$ cat src/rtl/dmem_arb_pkg.sv
// Shared encodings for the data-memory arbiter: FSM states and port indices.
// Helper port_onehot turns a latched port index into a grant/valid vector.
package dmem_arb_pkg;

    localparam logic [1:0] IDLE  = 2'd0;
    localparam logic [1:0] READ  = 2'd1;
    localparam logic [1:0] WRITE = 2'd2;
    localparam logic [1:0] RESP  = 2'd3;

    localparam int PORT_CPU = 0;
    localparam int PORT_DBG = 1;

    function automatic logic [1:0] port_onehot(input logic idx);
        return idx ? 2'b10 : 2'b01;
    endfunction

endpackage

$ cat src/rtl/dmem_arb_pick.sv
// Combinational 2-request picker; DMEM_ARB_RR_EN selects round-robin,
// otherwise port 0 has fixed priority and the last-grant input is ignored.
module dmem_arb_pick
    import dmem_arb_pkg::*;
(
    input  logic [1:0] req,
    input  logic       last,
    output logic [1:0] winner
);

`ifdef DMEM_ARB_RR_EN
    always_comb begin
        winner = 2'b00;
        if (req[PORT_CPU] && req[PORT_DBG]) begin
            // Contention: favour the port that did not win last time
            winner = port_onehot(~last);
        end else if (req[PORT_CPU]) begin
            winner = 2'b01;
        end else if (req[PORT_DBG]) begin
            winner = 2'b10;
        end
    end
`else
    logic unused_last;
    assign unused_last = last;

    always_comb begin
        winner = 2'b00;
        if (req[PORT_CPU]) begin
            winner = 2'b01;
        end else if (req[PORT_DBG]) begin
            winner = 2'b10;
        end
    end
`endif

endmodule

$ cat src/rtl/dmem_arbiter.sv
// Two-port arbiter and one-cycle access sequencer for the data memory.
// Build option DMEM_ARB_RR_EN: round-robin arbitration instead of port-0 priority.
module dmem_arbiter
    import dmem_arb_pkg::*;
#(
    parameter int ADDR_W = 32,
    parameter int DATA_W = 32
) (
    input  logic                  clk,
    input  logic                  rst_n,
    input  logic [1:0]            ip_req,
    input  logic [1:0]            ip_we,
    input  logic [2*ADDR_W-1:0]   ip_addr,
    input  logic [2*DATA_W-1:0]   ip_wdata,
    input  logic [1:0]            ip_rsp_ready,
    output logic [1:0]            op_gnt,
    output logic [1:0]            op_rsp_valid,
    output logic [DATA_W-1:0]     op_rdata,
    output logic                  op_mem_read,
    output logic                  op_mem_write,
    output logic [ADDR_W-1:0]     op_mem_addr,
    output logic [DATA_W-1:0]     op_mem_wdata,
    input  logic [DATA_W-1:0]     ip_mem_rdata
);

    logic [1:0]        state;
    logic [1:0]        state_nxt;
    logic [1:0]        win;
    logic              win_idx;
    logic              take;
    logic              last;
    logic              sel;
    logic              we_q;
    logic [ADDR_W-1:0] addr_q;
    logic [DATA_W-1:0] wdata_q;
    logic [DATA_W-1:0] rdata_q;

    assign take = (state == IDLE) && (|ip_req);

`ifdef DMEM_ARB_RR_EN
    logic last_q;

    always_ff @(posedge clk or negedge rst_n) begin
        if (!rst_n) begin
            last_q <= 1'b1;
        end else if (take) begin
            last_q <= win_idx;
        end
    end

    assign last = last_q;
`else
    assign last = 1'b1;
`endif

    dmem_arb_pick u_pick (
        .req    (ip_req),
        .last   (last),
        .winner (win)
    );

    assign win_idx = win[PORT_DBG];

    always_ff @(posedge clk or negedge rst_n) begin
        if (!rst_n) begin
            state <= IDLE;
        end else begin
            state <= state_nxt;
        end
    end

    always_comb begin
        state_nxt = state;
        unique case (state)
            IDLE: begin
                if (|ip_req) begin
                    state_nxt = ip_we[win_idx] ? WRITE : READ;
                end
            end
            READ:  state_nxt = RESP;
            WRITE: state_nxt = RESP;
            RESP: begin
                if (ip_rsp_ready[sel]) begin
                    state_nxt = IDLE;
                end
            end
            default: state_nxt = IDLE;
        endcase
    end

    // Request fields are captured once in IDLE; memory controls use only these
    always_ff @(posedge clk or negedge rst_n) begin
        if (!rst_n) begin
            sel     <= 1'b0;
            we_q    <= 1'b0;
            addr_q  <= '0;
            wdata_q <= '0;
            rdata_q <= '0;
        end else begin
            if (take) begin
                sel     <= win_idx;
                we_q    <= ip_we[win_idx];
                addr_q  <= win_idx ? ip_addr[2*ADDR_W-1:ADDR_W]
                                   : ip_addr[ADDR_W-1:0];
                wdata_q <= win_idx ? ip_wdata[2*DATA_W-1:DATA_W]
                                   : ip_wdata[DATA_W-1:0];
            end
            if (state == READ) begin
                rdata_q <= ip_mem_rdata;
            end else if (state == WRITE) begin
                rdata_q <= '0;
            end
        end
    end

    always_comb begin
        op_gnt       = 2'b00;
        op_rsp_valid = 2'b00;
        op_mem_read  = 1'b0;
        op_mem_write = 1'b0;
        unique case (1'b1)
            (state == READ): begin
                op_gnt      = port_onehot(sel);
                op_mem_read = ~we_q;
            end
            (state == WRITE): begin
                op_gnt       = port_onehot(sel);
                op_mem_write = we_q;
            end
            (state == RESP): begin
                op_rsp_valid = port_onehot(sel);
            end
            default: ;
        endcase
    end

    assign op_mem_addr  = addr_q;
    assign op_mem_wdata = wdata_q;
    assign op_rdata     = rdata_q;

endmodule
$ cat config.mk
export PLATFORM = sky130hd
export DESIGN_NAME = dmem_arbiter
export DESIGN_NICKNAME = d
export VERILOG_FILES = /design/src/rtl/dmem_arb_pkg.sv /design/src/rtl/dmem_arb_pick.sv /design/src/rtl/dmem_arbiter.sv
export SDC_FILE = /design/constraint.sdc
export NUM_CORES = 1
export LEC_CHECK = 0
export BUFFER_PORTS_ARGS = -buffer_cell sky130_fd_sc_hd__clkbuf_2
export CAP_MARGIN = 20
export CORE_ASPECT_RATIO = 0.6
export CORE_MARGIN = 4
export CORE_UTILIZATION = 47
export DETAILED_ROUTE_END_ITERATION = 10
export PLACE_DENSITY = 0.9
export SLEW_MARGIN = 30
export SYNTH_ARGS = -nofsm -noshare
export SYNTH_HDL_FRONTEND = slang
export SYNTH_SLANG_ARGS = --single-unit
$ cat constraint.sdc
create_clock -name clk -period 2.25 [get_ports clk]
set_input_delay 0.1125 -clock clk [delete_from_list [all_inputs] [get_ports clk]]
set_output_delay 0.1125 -clock clk [all_outputs]
set_load 0.05 [all_outputs]
# [Word level (Yosys, flattened, before mapping)]
# Cells that the tools add are included.
# Widths: inputs -> output; s select.
[word_totals] register_bits=100 inputBits=168 out_inout_bits=102 wordCells=39
[classes] muxes=19 n_lt_le_gt_ge=2 n_bitwise=1 eq_ne=5 reduce_logical=6
[ops] operator="$mux 32" count=4
[ops] operator="$mux 2" count=8
[ops] operator="$mux 1" count=6
[ops] operator="$pmux 2 s3" count=1
[ops] operator="$eq 2x2->1 const B" count=2
[ops] operator="$lt 1x2->1 const B" count=2
[ops] operator="$reduce_or 2->1" count=2
[ops] operator="$eq 2x1->1 const B" count=1
[ops] operator="$logic_not 2->1" count=1
[ops] operator="$ne 2x1->1 const B" count=1
[ops] operator="$ne 2x2->1 const B" count=1
[ops] operator="$reduce_and 2->1" count=1
[ops] operator="$reduce_bool 2->1" count=1
[ops] operator="$logic_and 1x1->1" count=1
[ops] operator="$not 1->1" count=1

# [Depth between registers and ports, before layout]
# Gate-level depths: netlist of run 1.
[logic_depth] depth_word=7 mapped_depth=8 mapped_depth_nobuf=5

# [Modules after synthesis]
# From an unflattened synthesis of run 1, not the netlist that was laid out.
[hier_totals] hier_cells=454 area_unflattened_um2=4634.4
[by_module_without_submodules] mod="dmem_arbiter" area_per_inst_um2=4613.2 cells_per_inst=452 seq_area_each_um2=2502.4 instances=1
[by_module_without_submodules] mod="dmem_arb_pick" area_per_inst_um2=21.3 cells_per_inst=2 seq_area_each_um2=0.0 instances=1

# [Worst setup path before layout of run 1]
# Ideal clock, no wire load.
[synth_path] path_kind="register -> output" start="reg state[0]" end="out op_gnt[0]" stages_incl_launch_ff=5 t_arrival_ns=1.729 slack_ns=0.409 required_time_ns=2.138 path_buffers=1 cell_sequence="dfrtp_1 inv_1 ha_1 clkbuf_1 nor2b_1"
[synth_via] elab_chain_len=3
[synth_rtl] item="from (decl)" line="dmem_arbiter.sv:26" source="logic [1:0] state;"
[synth_rtl] item="from (signal assigned)" line="dmem_arbiter.sv:68" source="state <= state_nxt;"
[synth_rtl] item="$eq 2x1->1 / $eq 2x2->1 (equally long branches)" line="dmem_arbiter.sv:122, dmem_arbiter.sv:126"
[synth_rtl] item="$reduce_or 2->1 (no line) *"
[synth_rtl] item="$mux 2 *"
[synth_rtl] item="to (decl)" line="dmem_arbiter.sv:16" source="output logic [1:0] op_gnt,"
# Every way passes the cells marked *; elsewhere a longest branch is shown, timed or not.

# [Final worst setup path of run 1]
# Same ends and word-level chain as after synthesis.

==> run_results.csv, run 1 <==
group,metric,value,unit
worst_setup_path,endpoint_kind,"output pin",
finish,drive_gt1_frac,0.412,
power,clockPowerShare,0.147,
floorplan,core.rowCount,27,
sta,fin_ws,0.518,ns
min_path,hp-class,"input port to flip-flop",
synth,synthSimpleGateAreaFrac,0.104,
clocking,post-cts-setup-buffers,0,
worst_setup_path,critical_path_arrival,1.62,ns
clocking,cts_max_path_buffers,2,
sta,maxSlewHeadroom,0.531,
placement,dp_slack,0.589,ns
worst_setup_path,rr_worst_depth,6,
power,switching_share,0.546,
sta,slew_violations,0,
sta,fin_worst_skew,0.00425,ns
min_path,holdPathStages,3,
floorplan,start_util,0.489,
worst_setup_path,worstPathMaxFanout,6,
run_status,status,"finished, final reports clean",
worst_setup_path,cp.required,2.14,ns
global_routing,grtUsageTotal,0.223,
synth,synth_mux_area_frac,0.150,
synth,yosys.area.top_type,"dfrtp_1",
power,p_int,5.02,mW
drt,wl,12800,um
worst_setup_path,crit_type,"flip-flop to output pin",
synth,synth_edf_count,0,
synth,ys_warn_count,0,
synth,syn_inst,452,
finish,diodes,0,
sta,tightest_slew,0.703,ns
worst_setup_path,cpLargestDelayFamily,"adder cells",
drt,first_pass_iters,5,
sta,setup-violations-final,0,
synth,seq_area_frac_synth,0.551,
synth,synth.top_cell.area_share,0.551,
sta,fin_crit,1.73,ns
worst_setup_path,critical_path_buf_inv_count,2,
synth,syn_area,4540,um^2
sta,tns,0,ns
synth,synth_ff_type,"dfrtp_1",
clocking,path_clk_slew,0.06,ns
power,pwr-share-comb,0.565,
synth,synth.most_common_cell,"dfrtp_1",
synth,synthDistinctLibCells,22,
synth,synth_fa_ha_area_frac,0.0110,
clocking,cts-root-buf,"clkbuf_16",
flow_run,drv_cap,0,
synth,synth-compound-area-share,0.116,
power,p_switching,6.04,mW
clocking,worstSkewPairLatency,0.33,ns
clocking,cts.hold.buffers_added,1,
sta,finalHoldViolations,0,
synth,synthTopCellsByArea,"dfrtp_1, mux2i_1, o21ai_0",
worst_setup_path,rr_endpoint,"op_mem_addr[6]$_DFFE_PN0P_",
clocking,cts_sinks,100,
floorplan,core_area,9290,um^2
synth,synth_top_family_by_area,"multiplexers",
floorplan,io-pin-count,270,
sta,fmax,0.577,GHz
drt,first_iter_violations,119,
power,p_per_area,1750,nW/um^2
min_path,hold_end,"op_rdata[13]$_DFFE_PN0P_",
synth,synth_common_cells,"dfrtp_1, o21ai_0, mux2i_1",
worst_setup_path,slowest_stage,"ha_1",
min_path,min-delay-start,"ip_mem_rdata[13]",
drt,ant_nets,0,
synth,async_flop_share,1.00,
drt,vias,4120,
clocking,cts-htree-levels,3,
floorplan,dieArea,11400,um^2
drt,routedWlPerCell,15.2,um
floorplan,die_h,84.2,um
clocking,cts_buffers,9,
worst_setup_path,r2r-start,"state[0]$_DFFE_PN0P_",
power,power.leakage,3.64,nW
sta,period_share,0.770,
global_routing,grt_overflow,0,
global_routing,antenna_found_initial,0,
worst_setup_path,r2r_slack,0.53,ns
clocking,cts_resized,0,
drt,drc,0,
finish,nFillCells,746,
power,p_total,11.1,mW
finish,area_growth,39.5,%
power,pwr-share-seq,0.288,
synth,yosys.area_share.xor_xnor,0,
global_routing,grt_pass1_vias,4247,
drt,avgViaCountPerCell,4.90,
power,irDropWorstVdd,0.861,mV
worst_setup_path,path_cells,"inv_1 > ha_1 > nor2b_1 > clkbuf_2",
sta,rsz0062_at_grt,"no",
worst_setup_path,max_stage_delay,0.39,ns
placement,gp_congestion,0.862,
global_routing,grt_pass1_wl,20500,um
synth,synth_seq_cells,100,
placement,io_buffers,269,
global_routing,grt_max_degree,131,
synth,syn_avg_cell_area,10.1,um^2
synth,synth_nets,624,
floorplan,die_x,135,um
clocking,cts_tree,"yes",
finish,nets,878,
worst_setup_path,start_kind,"flip-flop",
placement,dp_hpwl,10300,um
==> area by class of cell <==
cell class | instances | area, um^2 | area share
Multi-Input combinational cell | 283 | 1750 | 0.276
Sequential cell | 100 | 2500 | 0.395
Tap cell | 130 | 163 | 0.0257
Timing Repair Buffer | 277 | 1480 | 0.233
Inverter | 35 | 131 | 0.0207
Clock inverter | 6 | 87.6 | 0.0138
Clock buffer | 10 | 229 | 0.0361
==> cells in the final DEF (no fill, tap or decap), drive strengths merged, types with 3 or more instances in the layout <==
cell and instances:
buf 9, clkinv 3, ha 4, nand2 65
mux2i 68, nand3 32, o21ai 98, nor2b 4
and2 3, clkbuf 277, inv 36, dfrtp 100
==> through the flow <==
step / util / area (um^2) / hold WS [ns] / instances
after global routing: 0.682 / 6340 / 0.00352 / 841
after CTS: 0.682 / 6340 / 0.00149 / 841
after global placement: 0.647 / 6010 / 0.189 / 824
final: 0.682 / 6340 / 0.0124 / 841
after floorplan: - / 4540 / -0.183 / 452
after detailed placement: 0.647 / 6010 / 0.203 / 824
==> flip-flops by register name (all words and copies together), names as in the netlist <==
| register | flops |
|---|---|
| op_rdata | 32 |
| sel | 1 |
| op_mem_addr | 32 |
| we_q | 1 |
| state | 2 |
| op_mem_wdata | 32 |
==> tightest hold or removal path: cells and delay by family <==
family / cells / cell delay, ns
buf+inv: 1 / 0.08
compound gates: 1 / 0.06
simple gates: 1 / 0.06
==> metal layers <==
metal	up-vias	track usage	wire length (um)
li1	2027	-	-
met1	1896	0.259	5000
met2	171	0.407	6590
met3	26	0.0593	983
met4	0	0.0647	249
met5	-	0	0
==> how the worst max path moves through the flow <==
stage	from	end	slack (ns)	depth (start not counted)
2_1_floorplan	state[0]$_DFFE_PN0P_	op_gnt[0]	0.41	4
3_3_place_gp	state[0]$_DFFE_PN0P_	op_mem_wdata[1]$_DFFE_PN0P_	0.70	5
3_5_place_dp	state[0]$_DFFE_PN0P_	op_mem_addr[26]$_DFFE_PN0P_	0.59	5
4_1_cts	state[0]$_DFFE_PN0P_	op_gnt[0]	0.50	4
5_1_grt	state[0]$_DFFE_PN0P_	op_gnt[0]	0.40	4
6_report	state[0]$_DFFE_PN0P_	op_gnt[0]	0.52	4
==> power groups by stage <==
stage                     Clock, mW  Sequential [mW]  Combinational (mW)
after floorplan                   0             6.03                1.76
after global placement            0             3.15                6.10
after detailed placement          0             3.21                6.29
after CTS                      1.66             3.18                6.30
after global routing           1.75             3.30                6.64
final                          1.63             3.18                6.25
==> logic make-up (layout without fill, tap and decap cells) <==
group | after synthesis | in the layout
compound gates | 103 | 103
mux | 68 | 68
buf+inv | 69 | 328
fa+ha+maj | 4 | 4
simple gates | 108 | 108
flops | 100 | 100
No activity file was read; power rests on OpenSTA's default activity.
==> run 2: changes to the inputs <==
--- a/config.mk
+++ b/config.mk
@@ -5,13 +5,14 @@
 export SDC_FILE = /design/constraint.sdc
 export NUM_CORES = 1
 export LEC_CHECK = 0
+export ABC_AREA = 1
 export BUFFER_PORTS_ARGS = -buffer_cell sky130_fd_sc_hd__clkbuf_2
 export CAP_MARGIN = 20
 export CORE_ASPECT_RATIO = 0.6
 export CORE_MARGIN = 4
-export CORE_UTILIZATION = 47
+export CORE_UTILIZATION = 44
 export DETAILED_ROUTE_END_ITERATION = 10
-export PLACE_DENSITY = 0.9
+export PLACE_DENSITY = 0.85
 export SLEW_MARGIN = 30
 export SYNTH_ARGS = -nofsm -noshare
 export SYNTH_HDL_FRONTEND = slang
==> constraint.sdc (replaced) <==
create_clock -name clk -period 1.77 [get_ports clk]
set_input_delay 0.0885 -clock clk [delete_from_list [all_inputs] [get_ports clk]]
set_output_delay 0.0885 -clock clk [all_outputs]
set_load 0.05 [all_outputs]
==> run_results.csv, run 2 <==
group,metric,value,unit
drt,first_iter_violations,248,
sta,hold_ws,0.00986,ns
drt,wl,15000,um
drt,ant_nets,0,
worst_setup_path,cp.required,1.68,ns
worst_setup_path,worstPathMaxFanout,7,
synth,synthDistinctLibCells,19,
synth,seq_area_frac_synth,0.554,
floorplan,core.rowCount,28,
worst_setup_path,crit_type,"flip-flop to output pin",
sta,slew_violations,0,
worst_setup_path,start_kind,"flip-flop",
power,p_total,15.0,mW
placement,dp_hpwl,10800,um
sta,finalHoldViolations,0,
finish,multi_input_area,1740,um^2
drt,vias,4854,
worst_setup_path,r2r_slack,0.16,ns
clocking,cts-root-buf,"clkbuf_16",
finish,final_util,0.663,
clocking,worstSkewPairLatency,0.33,ns
clocking,path_clk_slew,0.06,ns
sta,fmax,0.612,GHz
synth,ys_warn_count,0,
floorplan,dieArea,12000,um^2
sta,rsz0062_at_grt,"no",
sta,fin_crit,1.63,ns
power,p_per_area,2270,nW/um^2
synth,synth_ff_type,"dfrtp_1",
finish,area_growth,46.0,%
finish,drive_gt1_frac,0.366,
synth,syn_area,4520,um^2
global_routing,grt_overflow,0,
global_routing,grt_pass1_vias,4886,
sta,fin_worst_skew,0.00346,ns
min_path,hp-class,"input port to flip-flop",
floorplan,core_area,9950,um^2
floorplan,start_util,0.454,
synth,syn_avg_cell_area,8.35,um^2
worst_setup_path,endpoint_kind,"output pin",
global_routing,grtUsageTotal,0.250,
synth,synth_common_cells,"nand2_1, o21ai_1, dfrtp_1",
placement,gp_congestion,0.886,
clocking,cts_tree,"yes",
clocking,post-cts-setup-buffers,0,
floorplan,die_x,139,um
sta,tightest_slew,0.479,ns
clocking,cts_buffers,9,
sta,setup-violations-final,0,
finish,seqCellArea,2500,um^2
power,power.leakage,3.66,nW
floorplan,io-pin-count,270,
finish,diodes,0,
synth,synth_edf_count,0,
sta,period_share,0.923,
placement,io_buffers,269,
flow_run,drv_cap,0,
clocking,cts-htree-levels,3,
synth,synth_nets,713,
global_routing,grt_pass1_wl,24300,um
synth,async_flop_share,1.00,
drt,first_pass_iters,4,
run_status,status,"finished, final reports clean",
finish,nFillCells,830,
finish,nets,1001,
global_routing,grt_max_degree,67,
power,irDropWorstVdd,1.20,mV
sta,maxSlewHeadroom,0.681,
drt,routedWlPerCell,15.5,um
synth,synthTopCellsByArea,"dfrtp_1, o21ai_1, nand2_1",
drt,avgViaCountPerCell,5.01,
synth,yosys.area.top_type,"dfrtp_1",
finish,final_common_cell,"clkbuf_2",
clocking,cts_sinks,100,
global_routing,antenna_found_initial,0,
synth,synth.most_common_cell,"nand2_1",
synth,synth_seq_cells,100,
clocking,cts_max_path_buffers,2,
floorplan,die_h,86.5,um
sta,tns,0,ns
drt,drc,0,
finish,mostFrequentLayoutCells,"clkbuf_2, nand2_1, o21ai_1, dfrtp_1, nor2_1",
worst_setup_path,critical_path_arrival,1.54,ns
synth,synth.top_cell.area_share,0.554,
synth,syn_inst,541,
==> run 2: cell count changes after synthesis, sizes merged, moves of 2 or more <==
cell	before	now
clkbuf	16	14
nor2	2	70
mux2i	68	0
nand3	32	37
a21oi	2	0
o21ai	98	130
and2	3	1
nor2b	4	0
buf	18	24
nand2	65	146
inv	35	13
==> run 2: power breakdown <==
group / switching, mW / total, mW / internal [mW]
Clock: 0.814 / 1.95 / 1.14
Combinational: 6.81 / 8.87 / 2.07
Sequential: 0.687 / 4.14 / 3.45
Total: 8.31 / 15.0 / 6.66
==> run 2: cell type report <==
type                    instances  share of cell area
flip-flops and latches        100               0.380
repair buffers                315               0.278
multi-input cells             389               0.264
clock buffers                  13              0.0380
well taps                     135              0.0256
inverters                      14             0.00797
clock inverters                 3             0.00702
==> run 2: kinds of logic after synthesis <==
group,count (synthesis),share of synthesized area
compound gates,130,0.144
fa+ha+maj,4,0.0111
buf+inv,52,0.0648
flops,100,0.554
simple gates,255,0.226
==> run 2: path summary, 6_finish.rpt <==
path	cells after the start	from	endpoint
min reg2reg	2	op_rdata[6]$_DFFE_PN0P_	op_rdata[6]$_DFFE_PN0P_
min in group asynchronous	2	rst_n	op_mem_addr[26]$_DFFE_PN0P_
max in group asynchronous	3	rst_n	op_mem_wdata[20]$_DFFE_PN0P_
max reg2reg	8	state[0]$_DFFE_PN0P_	op_mem_wdata[20]$_DFFE_PN0P_
min	3	ip_mem_rdata[25]	op_rdata[25]$_DFFE_PN0P_
max	5	state[0]$_DFFE_PN0P_	op_gnt[1]
==> run 2: worst max-delay path: stages, from the launching register on <==
cell and delay (ns):
dfrtp_1 0.40, inv_1 0.10, ha_4 0.31, nand2_1 0.07, inv_1 0.07, clkbuf_2 0.27
==> run 2: repair_timing <==
item | 4_1_cts | 5_1_grt
hold buffers | 32 | 0
endpoints found under the setup margin | 1 | 16
gates resized for setup | 2 | 4
cloned | 0 | 0
endpoints found under the hold margin | 65 | 0
==> run 2: per-stage QoR <==
stage / cells / setup slack [ns] / area (um^2)
final: 969 / 0.137 / 6590
after global routing: 969 / 0.00541 / 6590
after CTS: 969 / 0.0140 / 6580
after detailed placement: 921 / 0.0468 / 5950
after global placement: 921 / 0.167 / 5950
after floorplan: 541 / 0.0333 / 4520
==> run 2: metal layers <==
metal	track usage	routed length, um
met2	0.425	7400
met3	0.0656	1120
met4	0.0728	320
met5	0	0
met1	0.322	6150
